File: config.mk
export PLATFORM = sky130hd
export DESIGN_NAME = spi_slave_sync_flat
export DESIGN_NICKNAME = d
export VERILOG_FILES = /design/src/rtl/spi_slave_sync_if.sv /design/src/rtl/spi_slave_sync.sv /design/src/flat_wrapper.sv
export SDC_FILE = /design/constraint.sdc
export NUM_CORES = 1
export LEC_CHECK = 0
export BUFFER_PORTS_ARGS = -buffer_cell sky130_fd_sc_hd__buf_2
export CAP_MARGIN = 40
export CORE_MARGIN = 2
export CORE_UTILIZATION = 53
export DETAILED_ROUTE_END_ITERATION = 7
export GPL_ROUTABILITY_DRIVEN = 1
export MAX_ROUTING_LAYER = met4
export PLACE_DENSITY = 0.74
export SYNTH_ARGS = -nofsm -noshare
export SYNTH_HDL_FRONTEND = slang
export SYNTH_SLANG_ARGS = --single-unit
File: constraint.sdc
create_clock -name clk -period 2.3 [get_ports clk]
set_clock_uncertainty 0.1 [all_clocks]
set_input_delay 0.115 -clock clk [delete_from_list [all_inputs] [get_ports clk]]
set_output_delay 0.115 -clock clk [all_outputs]
set_load 0.02 [all_outputs]
File: src/rtl/spi_slave_sync_if.sv
// spi_slave_sync_if: bundles the SPI pins, the SPI mode selects and the
// transmit/receive handshakes of one spi_slave_sync instance.
// The slave modport is the block's own view of the bundle. The master modport
// is the view of whatever drives the pins and consumes the words.
interface spi_slave_sync_if #(
  parameter int unsigned DATA_WIDTH = 16
);

  // SPI mode, only looked at while the frame is idle
  logic                  cpol;
  logic                  cpha;

  // Transmit handshake
  logic [DATA_WIDTH-1:0] tx_data;
  logic                  tx_valid;
  logic                  tx_ready;

  // Receive handshake
  logic [DATA_WIDTH-1:0] rx_data;
  logic                  rx_valid;
  logic                  rx_ready;

  // Status
  logic                  rx_overrun;
  logic                  tx_underrun;
  logic                  busy;

  // Asynchronous SPI pins
  logic                  sclk;
  logic                  csb;
  logic                  din;
  logic                  dout;

  modport slave (
    input  cpol, cpha,
    input  tx_data, tx_valid,
    output tx_ready,
    output rx_data, rx_valid,
    input  rx_ready,
    output rx_overrun, tx_underrun, busy,
    input  sclk, csb, din,
    output dout
  );

  modport master (
    output cpol, cpha,
    output tx_data, tx_valid,
    input  tx_ready,
    input  rx_data, rx_valid,
    output rx_ready,
    input  rx_overrun, tx_underrun, busy,
    output sclk, csb, din,
    input  dout
  );

endinterface

File: src/rtl/spi_slave_sync.sv
// spi_slave_sync: SPI slave that oversamples sclk/csb/din with the system
// clock. The block supports all four SPI modes, a configurable word width and
// a configurable bit order. It has a one-word transmit holding register and a
// one-word receive output register, and it pulses single-cycle error flags on
// receive overrun and on transmit underrun.
// sclk must run at no more than a quarter of the clk rate.
module spi_slave_sync #(
  parameter int unsigned DATA_WIDTH  = 16,   // 2..64
  parameter int unsigned SYNC_STAGES = 2,    // 2..4
  parameter bit          MSB_FIRST   = 1'b1
) (
  input  logic            clk,
  input  logic            resetb,
  spi_slave_sync_if.slave bus
);

  localparam int unsigned     CNT_W     = $clog2(DATA_WIDTH);
  localparam logic [CNT_W-1:0] LAST_BIT = CNT_W'(DATA_WIDTH - 1);
  localparam int unsigned     FIRST_BIT = MSB_FIRST ? DATA_WIDTH - 1 : 0;

  typedef enum logic {
    IDLE   = 1'b0,
    ACTIVE = 1'b1
  } state_e;

  // Synchronisers and previous-sample registers for edge detection
  logic [SYNC_STAGES-1:0] sclk_sync_q;
  logic [SYNC_STAGES-1:0] csb_sync_q;
  logic [SYNC_STAGES-1:0] din_sync_q;
  logic                   sclk_prev_q;
  logic                   csb_prev_q;
  logic                   sclk_s;
  logic                   csb_s;
  logic                   din_s;
  logic                   csb_fall;

  // Frame control
  state_e                 state_q;
  state_e                 state_d;
  logic                   frame_start;
  logic                   in_frame;
  logic                   cpol_q;
  logic                   cpha_q;

  // SPI clock edges, decoded for the latched mode
  logic                   lead_edge;
  logic                   trail_edge;
  logic                   sample_edge;
  logic                   shift_edge;
  logic                   word_start;
  logic                   word_done;
  logic                   hold_edge;
  logic                   reload_edge;
  logic                   load;

  // Bit position within the current word
  logic [CNT_W-1:0]       bit_cnt_q;
  logic                   first_word_q;

  // Receive path
  logic [DATA_WIDTH-1:0]  rx_shift_q;
  logic [DATA_WIDTH-1:0]  rx_next;
  logic [DATA_WIDTH-1:0]  rx_data_q;
  logic                   rx_valid_q;
  logic                   rx_overrun_q;
  logic                   rx_handshake;

  // Transmit path
  logic [DATA_WIDTH-1:0]  hold_q;
  logic                   hold_full_q;
  logic [DATA_WIDTH-1:0]  tx_shift_q;
  logic [DATA_WIDTH-1:0]  tx_shifted;
  logic [DATA_WIDTH-1:0]  load_word;
  logic                   tx_handshake;
  logic                   tx_underrun_q;

  // ---------------------------------------------------------------------------
  // Pin synchronisation
  // ---------------------------------------------------------------------------

  // Bring the asynchronous pins into the clk domain and keep one extra sample
  // for edge detection.
  // NOTE: sequential state uses non-blocking assignments so that every
  // register reads the values from before the clock edge, no matter how the
  // statements are ordered.
  // NOTE: the csb chain resets to 0, not to its idle level. If csb is held low
  // through reset, the block then sees no falling edge. A frame that was cut
  // by reset can only restart after csb goes high and then falls again.
  always_ff @(posedge clk or negedge resetb) begin
    if (!resetb) begin
      sclk_sync_q <= '0;
      csb_sync_q  <= '0;
      din_sync_q  <= '0;
      sclk_prev_q <= 1'b0;
      csb_prev_q  <= 1'b0;
    end else begin
      sclk_sync_q <= {sclk_sync_q[SYNC_STAGES-2:0], bus.sclk};
      csb_sync_q  <= {csb_sync_q[SYNC_STAGES-2:0], bus.csb};
      din_sync_q  <= {din_sync_q[SYNC_STAGES-2:0], bus.din};
      sclk_prev_q <= sclk_s;
      csb_prev_q  <= csb_s;
    end
  end

  assign sclk_s   = sclk_sync_q[SYNC_STAGES-1];
  assign csb_s    = csb_sync_q[SYNC_STAGES-1];
  assign din_s    = din_sync_q[SYNC_STAGES-1];
  assign csb_fall = csb_prev_q & ~csb_s;

  // ---------------------------------------------------------------------------
  // Frame FSM
  // ---------------------------------------------------------------------------

  // State register
  always_ff @(posedge clk or negedge resetb) begin
    if (!resetb) begin
      state_q <= IDLE;
    end else begin
      state_q <= state_d;
    end
  end

  // Next state: a csb fall opens a frame, and csb high closes it at any bit
  // position.
  // NOTE: every output of a combinational block gets its default first. A
  // path that leaves an output unassigned would otherwise infer a latch.
  always_comb begin
    state_d     = state_q;
    frame_start = 1'b0;
    case (state_q)
      IDLE: begin
        if (csb_fall) begin
          state_d     = ACTIVE;
          frame_start = 1'b1;
        end
      end
      ACTIVE: begin
        if (csb_s) begin
          state_d = IDLE;
        end
      end
    endcase
  end

  // Edges that arrive in the cycle where csb has already risen are ignored.
  assign in_frame = (state_q == ACTIVE) & ~csb_s;

  // Latch the SPI mode while idle so that pin changes cannot disturb a frame
  always_ff @(posedge clk or negedge resetb) begin
    if (!resetb) begin
      cpol_q <= 1'b0;
      cpha_q <= 1'b0;
    end else if (state_q == IDLE) begin
      cpol_q <= bus.cpol;
      cpha_q <= bus.cpha;
    end
  end

  // ---------------------------------------------------------------------------
  // Edge decode
  // ---------------------------------------------------------------------------

  // A leading edge leaves the CPOL level. A trailing edge returns to it.
  assign lead_edge   = in_frame & (sclk_prev_q == cpol_q) & (sclk_s != cpol_q);
  assign trail_edge  = in_frame & (sclk_prev_q != cpol_q) & (sclk_s == cpol_q);
  assign sample_edge = cpha_q ? trail_edge : lead_edge;
  assign shift_edge  = cpha_q ? lead_edge  : trail_edge;

  // bit_cnt_q is 0 on the first shift edge of a word. With CPHA=0 that is the
  // DATA_WIDTH-th trailing edge of the previous word.
  assign word_start  = (bit_cnt_q == '0);
  assign word_done   = sample_edge & (bit_cnt_q == LAST_BIT);
  assign hold_edge   = shift_edge & word_start & cpha_q & first_word_q;
  assign reload_edge = shift_edge & word_start & (~cpha_q | ~first_word_q);
  assign load        = frame_start | reload_edge;

  // Bit counter, plus a flag marking the first word of the frame
  always_ff @(posedge clk or negedge resetb) begin
    if (!resetb) begin
      bit_cnt_q    <= '0;
      first_word_q <= 1'b0;
    end else begin
      if (!in_frame) begin
        bit_cnt_q <= '0;
      end else if (sample_edge) begin
        bit_cnt_q <= (bit_cnt_q == LAST_BIT) ? '0 : bit_cnt_q + CNT_W'(1);
      end

      if (frame_start) begin
        first_word_q <= 1'b1;
      end else if (word_done) begin
        first_word_q <= 1'b0;
      end
    end
  end

  // ---------------------------------------------------------------------------
  // Receive path
  // ---------------------------------------------------------------------------

  assign rx_next = MSB_FIRST ? {rx_shift_q[DATA_WIDTH-2:0], din_s}
                             : {din_s, rx_shift_q[DATA_WIDTH-1:1]};
  assign rx_handshake = rx_valid_q & bus.rx_ready;

  // Assemble incoming bits. A partial word is dropped when the frame ends.
  always_ff @(posedge clk or negedge resetb) begin
    if (!resetb) begin
      rx_shift_q <= '0;
    end else if (!in_frame) begin
      rx_shift_q <= '0;
    end else if (sample_edge) begin
      rx_shift_q <= rx_next;
    end
  end

  // Output register. A word completes into a free slot, or into a slot that
  // is being emptied in the same cycle. Otherwise the word is lost and an
  // overrun is flagged.
  always_ff @(posedge clk or negedge resetb) begin
    if (!resetb) begin
      rx_data_q    <= '0;
      rx_valid_q   <= 1'b0;
      rx_overrun_q <= 1'b0;
    end else begin
      rx_overrun_q <= word_done & rx_valid_q & ~bus.rx_ready;
      if (word_done && (!rx_valid_q || rx_handshake)) begin
        rx_data_q  <= rx_next;
        rx_valid_q <= 1'b1;
      end else if (rx_handshake) begin
        rx_valid_q <= 1'b0;
      end
    end
  end

  // ---------------------------------------------------------------------------
  // Transmit path
  // ---------------------------------------------------------------------------

  assign tx_handshake = bus.tx_valid & ~hold_full_q;
  assign load_word    = hold_full_q ? hold_q : '0;
  assign tx_shifted   = MSB_FIRST ? {tx_shift_q[DATA_WIDTH-2:0], 1'b0}
                                  : {1'b0, tx_shift_q[DATA_WIDTH-1:1]};

  // Holding register. It fills on the handshake and empties when the shift
  // register takes it. Frame aborts leave it untouched.
  always_ff @(posedge clk or negedge resetb) begin
    if (!resetb) begin
      hold_q        <= '0;
      hold_full_q   <= 1'b0;
      tx_underrun_q <= 1'b0;
    end else begin
      tx_underrun_q <= load & ~hold_full_q;
      if (load) begin
        hold_full_q <= 1'b0;
      end
      if (tx_handshake) begin
        hold_q      <= bus.tx_data;
        hold_full_q <= 1'b1;
      end
    end
  end

  // Transmit shift register. It loads at frame start and at word boundaries,
  // and otherwise shifts on shift edges. Unsent bits are dropped when the
  // frame ends.
  always_ff @(posedge clk or negedge resetb) begin
    if (!resetb) begin
      tx_shift_q <= '0;
    end else if (frame_start) begin
      tx_shift_q <= load_word;
    end else if (!in_frame) begin
      tx_shift_q <= '0;
    end else if (reload_edge) begin
      tx_shift_q <= load_word;
    end else if (shift_edge && !hold_edge) begin
      tx_shift_q <= tx_shifted;
    end
  end

  // ---------------------------------------------------------------------------
  // Outputs
  // ---------------------------------------------------------------------------

  assign bus.tx_ready    = ~hold_full_q;
  assign bus.rx_data     = rx_data_q;
  assign bus.rx_valid    = rx_valid_q;
  assign bus.rx_overrun  = rx_overrun_q;
  assign bus.tx_underrun = tx_underrun_q;
  assign bus.busy        = (state_q == ACTIVE);
  assign bus.dout        = (state_q == ACTIVE) & tx_shift_q[FIRST_BIT];

endmodule

File: src/flat_wrapper.sv
// flat-port wrapper written by rule: the top's interface ports become plain ports
module spi_slave_sync_flat 
#(
  parameter int unsigned DATA_WIDTH  = 16,           
  parameter int unsigned SYNC_STAGES = 2,           
  parameter bit          MSB_FIRST   = 1'b1
)
  (clk, resetb, bus_cpol, bus_cpha, bus_tx_data, bus_tx_valid, bus_tx_ready, bus_rx_data, bus_rx_valid, bus_rx_ready, bus_rx_overrun, bus_tx_underrun, bus_busy, bus_sclk, bus_csb, bus_din, bus_dout);
  spi_slave_sync_if #(.DATA_WIDTH(DATA_WIDTH)) bus_i ();
  input  logic clk;
  input  logic resetb;
  input wire logic [$bits(bus_i.cpol)-1:0] bus_cpol;
  input wire logic [$bits(bus_i.cpha)-1:0] bus_cpha;
  input wire logic [$bits(bus_i.tx_data)-1:0] bus_tx_data;
  input wire logic [$bits(bus_i.tx_valid)-1:0] bus_tx_valid;
  output wire logic [$bits(bus_i.tx_ready)-1:0] bus_tx_ready;
  output wire logic [$bits(bus_i.rx_data)-1:0] bus_rx_data;
  output wire logic [$bits(bus_i.rx_valid)-1:0] bus_rx_valid;
  input wire logic [$bits(bus_i.rx_ready)-1:0] bus_rx_ready;
  output wire logic [$bits(bus_i.rx_overrun)-1:0] bus_rx_overrun;
  output wire logic [$bits(bus_i.tx_underrun)-1:0] bus_tx_underrun;
  output wire logic [$bits(bus_i.busy)-1:0] bus_busy;
  input wire logic [$bits(bus_i.sclk)-1:0] bus_sclk;
  input wire logic [$bits(bus_i.csb)-1:0] bus_csb;
  input wire logic [$bits(bus_i.din)-1:0] bus_din;
  output wire logic [$bits(bus_i.dout)-1:0] bus_dout;
  assign bus_i.cpol = bus_cpol;
  assign bus_i.cpha = bus_cpha;
  assign bus_i.tx_data = bus_tx_data;
  assign bus_i.tx_valid = bus_tx_valid;
  assign bus_tx_ready = bus_i.tx_ready;
  assign bus_rx_data = bus_i.rx_data;
  assign bus_rx_valid = bus_i.rx_valid;
  assign bus_i.rx_ready = bus_rx_ready;
  assign bus_rx_overrun = bus_i.rx_overrun;
  assign bus_tx_underrun = bus_i.tx_underrun;
  assign bus_busy = bus_i.busy;
  assign bus_i.sclk = bus_sclk;
  assign bus_i.csb = bus_csb;
  assign bus_i.din = bus_din;
  assign bus_dout = bus_i.dout;
  spi_slave_sync #(.DATA_WIDTH(DATA_WIDTH), .SYNC_STAGES(SYNC_STAGES), .MSB_FIRST(MSB_FIRST)) u_core (.clk(clk), .resetb(resetb), .bus(bus_i));
endmodule
Word-level counts from Yosys, hierarchy flattened
Cells that the tools add are included. W data, S select, Z words.

Flip-flop bits (word level): 83. Output and inout bits: 22.

Add/subtract/negate cells: 1. Eq/ne operators: 7. Mux-type cells: 22. Bitwise gates (word level): 25. Reductions and logical operators: 9.

Operator list (count): $mux W16 (5); $mux W15 (2); $and A1 B1 Y1 (17); $mux W4 (3); $mux W1 (11); $not A1 Y1 (6); $reduce_bool A2 Y1 (3); $add A4 B1 Y4 const B (1); $eq A4 B4 Y1 const B (1); $logic_not A4 Y1 (1); $ne A4 B3 Y1 const B (1); $eq A1 B1 Y1 (2); $logic_and A1 B1 Y1 (2); $logic_not A1 Y1 (2); $ne A1 B1 Y1 (2); $ne A2 B2 Y1 const B (1); $or A1 B1 Y1 (2); $pmux W1 S2 (1); $logic_or A1 B1 Y1 (1).

Depth between registers and ports, before layout
Word-level depth: 14. Mapped depth: 8.

Worst setup path before layout
OpenSTA, ideal clock, no wires.

Path kind: register -> register. Start: reg u_core.bit_cnt_q[0]. End: reg u_core.tx_shift_q[1]. Setup time: 0.090 ns. Data arrival time: 1.769 ns. Data required time: 2.110 ns. Path slack: 0.341 ns. Stages on the path, launching flop included: 9. Clock period less this slack: 1.959 ns. Cells stage by stage: dfrtp_1 > inv_1 > ha_1 > or3b_2 > clkbuf_1 > nor2_1 > o21ai_1 > buf_2 > o221ai_1.

Longest elaborated chain between the ends: 7.

Ends and longest elaborated chain: start: declaration (RTL line spi_slave_sync.sv:57) `logic [CNT_W-1:0] bit_cnt_q;`; start signal: assignment (RTL line spi_slave_sync.sv:186) `bit_cnt_q <= (bit_cnt_q == LAST_BIT) ? '0 : bit_cnt_q + CNT_W'(1);`; $logic_not A4 Y1 (*) (RTL line spi_slave_sync.sv:171) `assign word_start = (bit_cnt_q == '0);`; $and A1 B1 Y1 (*) (RTL line spi_slave_sync.sv:173, spi_slave_sync.sv:174); $and A1 B1 Y1 (2 in a row) (RTL line spi_slave_sync.sv:173) `assign hold_edge = shift_edge & word_start & cpha_q & first_word_q;`; $logic_not A1 Y1 (RTL line spi_slave_sync.sv:275) `end else if (shift_edge && !hold_edge) begin`; $logic_and A1 B1 Y1 (RTL line spi_slave_sync.sv:275); $ne A4 B3 Y1 (no line); end signal: assignment (RTL line spi_slave_sync.sv:270) `tx_shift_q <= load_word;`; end signal: assignment (RTL line spi_slave_sync.sv:274) `tx_shift_q <= load_word;`; end signal: assignment (RTL line spi_slave_sync.sv:276) `tx_shift_q <= tx_shifted;`; end: declaration (RTL line spi_slave_sync.sv:71) `logic [DATA_WIDTH-1:0] tx_shift_q;`.

Every way passes the cells marked *; elsewhere a longest branch is shown, timed or not. A chain may end at the register's enable or synchronous reset.

Worst setup path in the final report
Start: reg u_core.bit_cnt_q[0]. End: reg u_core.tx_shift_q[7].

Same word-level chain as after synthesis.

==> results.json <==
{
  "yosysMostFrequentCell": "dfrtp_1",
  "timing.critical_path.from_type": "flop",
  "fp.dieW_um": 84.59,
  "netlist_area_mm2": 0.003442,
  "number_of_instances_in_the_synthesized_netlist": 309,
  "grt.overflow.total": 0,
  "yosys_warnings": 0,
  "cts-root-buf": "clkbuf_8",
  "h_tree_levels": 3,
  "post-route-cell-area_mm2": 0.004189,
  "first_global_vias": 2394,
  "filler_cell_count": 518,
  "drt_iter0_markers": 127,
  "route.detailed.drc": 0,
  "layout.nets": 409,
  "slew-limit-headroom_pct": 59.76,
  "hold_violations": 0,
  "placementRows": 29,
  "drt_wirelength_um": 6289,
  "ir_drop_uv": 743.5,
  "seq_power_share_pct": 53.9,
  "critPathRequiredTime_ps": 2390,
  "critPathMaxFanout": 9,
  "grt_start_max_net_pins": 49,
  "grt_first_pass_wirelength_um": 10810,
  "layout-drive-gt1-share_pct": 24.29,
  "synth.cells.most_frequent": "83 x dfrtp_1, 52 x nand2_1, 34 x inv_1, 19 x a21oi_1, 16 x nand3_1",
  "synth_top_area_share_pct": 60.34,
  "hold_class": "in -> reg",
  "cts_inserted_buffers": 9,
  "comb_power_share_pct": 15.1,
  "die_area_mm2": 0.007155,
  "power_per_cell_area_mw_per_mm2": 770.5,
  "multi_input_comb_area_mm2": 0.001167,
  "vias": 2391,
  "floorplan.die.height_um": 84.59,
  "area_growth_syn_to_fin_pct": 21.70,
  "grt_antenna_before_repair": 0,
  "timing.critical_path.to_type": "flop",
  "worst_max_slew_pin_slew_ps": 599.6,
  "min_period_over_period_pct": 90.37,
  "netlist.top_cell.by_area": "dfrtp_1",
  "timing.final.setup_violations": 0,
  "synthDistinctLibCells": 37,
  "synth_flop_cell": "dfrtp_1",
  "synth-seq-cells": 83,
  "max-cap-violations": 0,
  "post_cts.resized_instances": 0,
  "swShare_pct": 26.38,
  "path_class": "reg -> reg",
  "drtAntennaViolNets": 0,
  "core_area_mm2": 0.006314,
  "ys_seq_area_share_pct": 60.34,
  "rsz0062_at_grt": "false",
  "finalMaxSlewViolations": 0,
  "postSynth.asyncResetShare_pct": 100.0,
  "cts.reportedPaths.clkPinSlew_ps": 70,
  "yosys-top-cells-area": "dfrtp_1 60%, nand2_1 5.7%, mux2_4 4.8%, inv_1 3.7%, mux2_2 3.6%",
  "cts_post_setup_buffers_inserted": 0,
  "clk_lat_worst_skew_ps": 340,
  "grt_usage_pct": 19.69,
  "fmax_mhz": 481.1,
  "avgSynthCellArea_um2": 11.14,
  "cts.sink_count": 83,
  "clock_tree_from_tritoncts": "built",
  "seq_area_mm2": 0.002077,
  "first_pass_iters": 4,
  "max-clock-path-buffers": 2,
  "place_hpwl_um": 3994,
  "floorplan.initialDensity_pct": 54.52,
  "cp_data_arrival_time_ps": 2170,
  "numPortBuffers": 46,
  "syn_nets": 336,
  "detailed_place.area_mm2": 0.003781,
  "total_inserted_antenna_cells": 0,
  "detail_route.wl_per_cell_um": 13.55,
  "p_leak_nw": 2.031,
  "period_minus_slack_ps": 2079,
  "outcome": "complete, no violations",
  "clkPwrFrac_pct": 31.0,
  "internal-power_mw": 2.376,
  "total_switching_power_mw": 0.8513,
  "boundaryPins": 47,
  "post_drt_via_cell_ratio": 5.153,
  "place_congestion": 0.8654,
  "totalNegativeSetupSlack_ps": 0,
  "cts_hold_buffers": 22,
  "edff_count_synth": 0
}
## layout by cell type (no fill, tap or decap), types with 2 or more instances in the layout
master and instances:
clkbuf_8 10, mux2_2 11, nor2_1 6, nor4bb_1 2, ha_1 2, nand2b_1 2
o21ai_0 15, nand3_1 16, nand2_1 52, nor2b_1 2, nor3_1 2, mux2i_1 2
o221ai_1 14, nor3b_1 2, mux2_4 11, buf_2 45, a21o_1 2, inv_1 34
buf_4 9, dlygate4sd3_1 22, a21oi_1 19, or3_1 2, dfrtp_1 83, clkbuf_1 4
## cells by family after synthesis
kind of cell / share of synthesized area [%]
muxes: 8.979
xor gates and xnor gates: 0.4727
buffers and inverters: 5.816
and+or+nand+nor: 12.87
AOI/OAI and AO/OA: 10.80
adders and majority gates: 0.7269
DFF: 60.34
## area by class of cell
type                       instances  area share, %
sequential                        83          49.58
multi-input combinational        177          27.87
timing repair buffer              77          12.72
clock buffer                      14          3.644
inverter                          34          3.047
tap                               77          2.300
clock inverter                     2         0.8363
## worst max-delay path, cell delays in order (launching register included)
cell and delay (ps):
dfrtp_1 440, inv_1 70, ha_1 200, or3b_2 200, nor2_1 40, o21ai_1 480, buf_4 280, o221ai_1 130
## final timing paths
check | start | endpoint | slack, ps | depth (start not counted)
min | bus_rx_ready | u_core.bus.rx_overrun | 30 | 3
max in group asynchronous | resetb | u_core.rx_shift_q[12] | 1270 | 3
min reg2reg | u_core.din_sync_q[0] | u_core.din_sync_q[1] | 250 | 0
max | u_core.bit_cnt_q[0] | u_core.tx_shift_q[7] | 220 | 7
min in group asynchronous | resetb | u_core.bus.rx_data[1] | 220 | 2
max reg2reg | u_core.bit_cnt_q[0] | u_core.tx_shift_q[7] | 220 | 7
## routing by layer
metal  vias to the layer above  global-route usage (%)  part of all wire, %
li1                       1189                       -                    -
met1                      1140                   24.56                   45
met2                        48                   31.64                   50
met3                        14                   3.933                  3.5
met4                         0                   8.081                  1.8
met5                         -                       -                    0
## power by group through the flow
stage / Sequential, mW / Combinational [mW] / Clock, mW
3_5_place_dp: 1.77 / 0.462 / 0
2_1_floorplan: 1.74 / 0.319 / 0
5_1_grt: 1.76 / 0.557 / 1.10
4_1_cts: 1.74 / 0.495 / 1.02
6_report: 1.74 / 0.488 / 0.999
3_3_place_gp: 1.76 / 0.448 / 0
## sequential cells by signal, summed over array words and instances, names as in the netlist
| register | flops |
|---|---|
| u_core.sclk_sync_q | 2 |
| u_core.cpol_q | 1 |
| u_core.bus.rx_valid | 1 |
| u_core.csb_sync_q | 2 |
| u_core.first_word_q | 1 |
| u_core.bus.tx_underrun | 1 |
| u_core.bus.rx_data | 16 |
| u_core.bus.busy | 1 |
| u_core.cpha_q | 1 |
| u_core.sclk_prev_q | 1 |
| u_core.tx_shift_q | 16 |
| u_core.rx_shift_q | 15 |
| u_core.hold_q | 16 |
| u_core.bit_cnt_q | 4 |
| u_core.hold_full_q | 1 |
| u_core.din_sync_q | 2 |
| u_core.bus.rx_overrun | 1 |
| u_core.csb_prev_q | 1 |
## stage by stage
step / hold WS [ps] / setup WS [ps] / instances / power [mW] / util [%]
floorplan: -280.6 / 341.1 / 309 / 2.060 / -
global placement: 67.14 / 116.6 / 425 / 2.205 / 59.77
detailed placement: 61.18 / 204.3 / 426 / 2.230 / 59.89
CTS: 16.46 / 190.6 / 464 / 3.256 / 66.35
global route: 37.33 / 63.02 / 464 / 3.420 / 66.35
finish: 32.39 / 221.4 / 464 / 3.228 / 66.35
No activity file was read; power rests on OpenSTA's default activity.
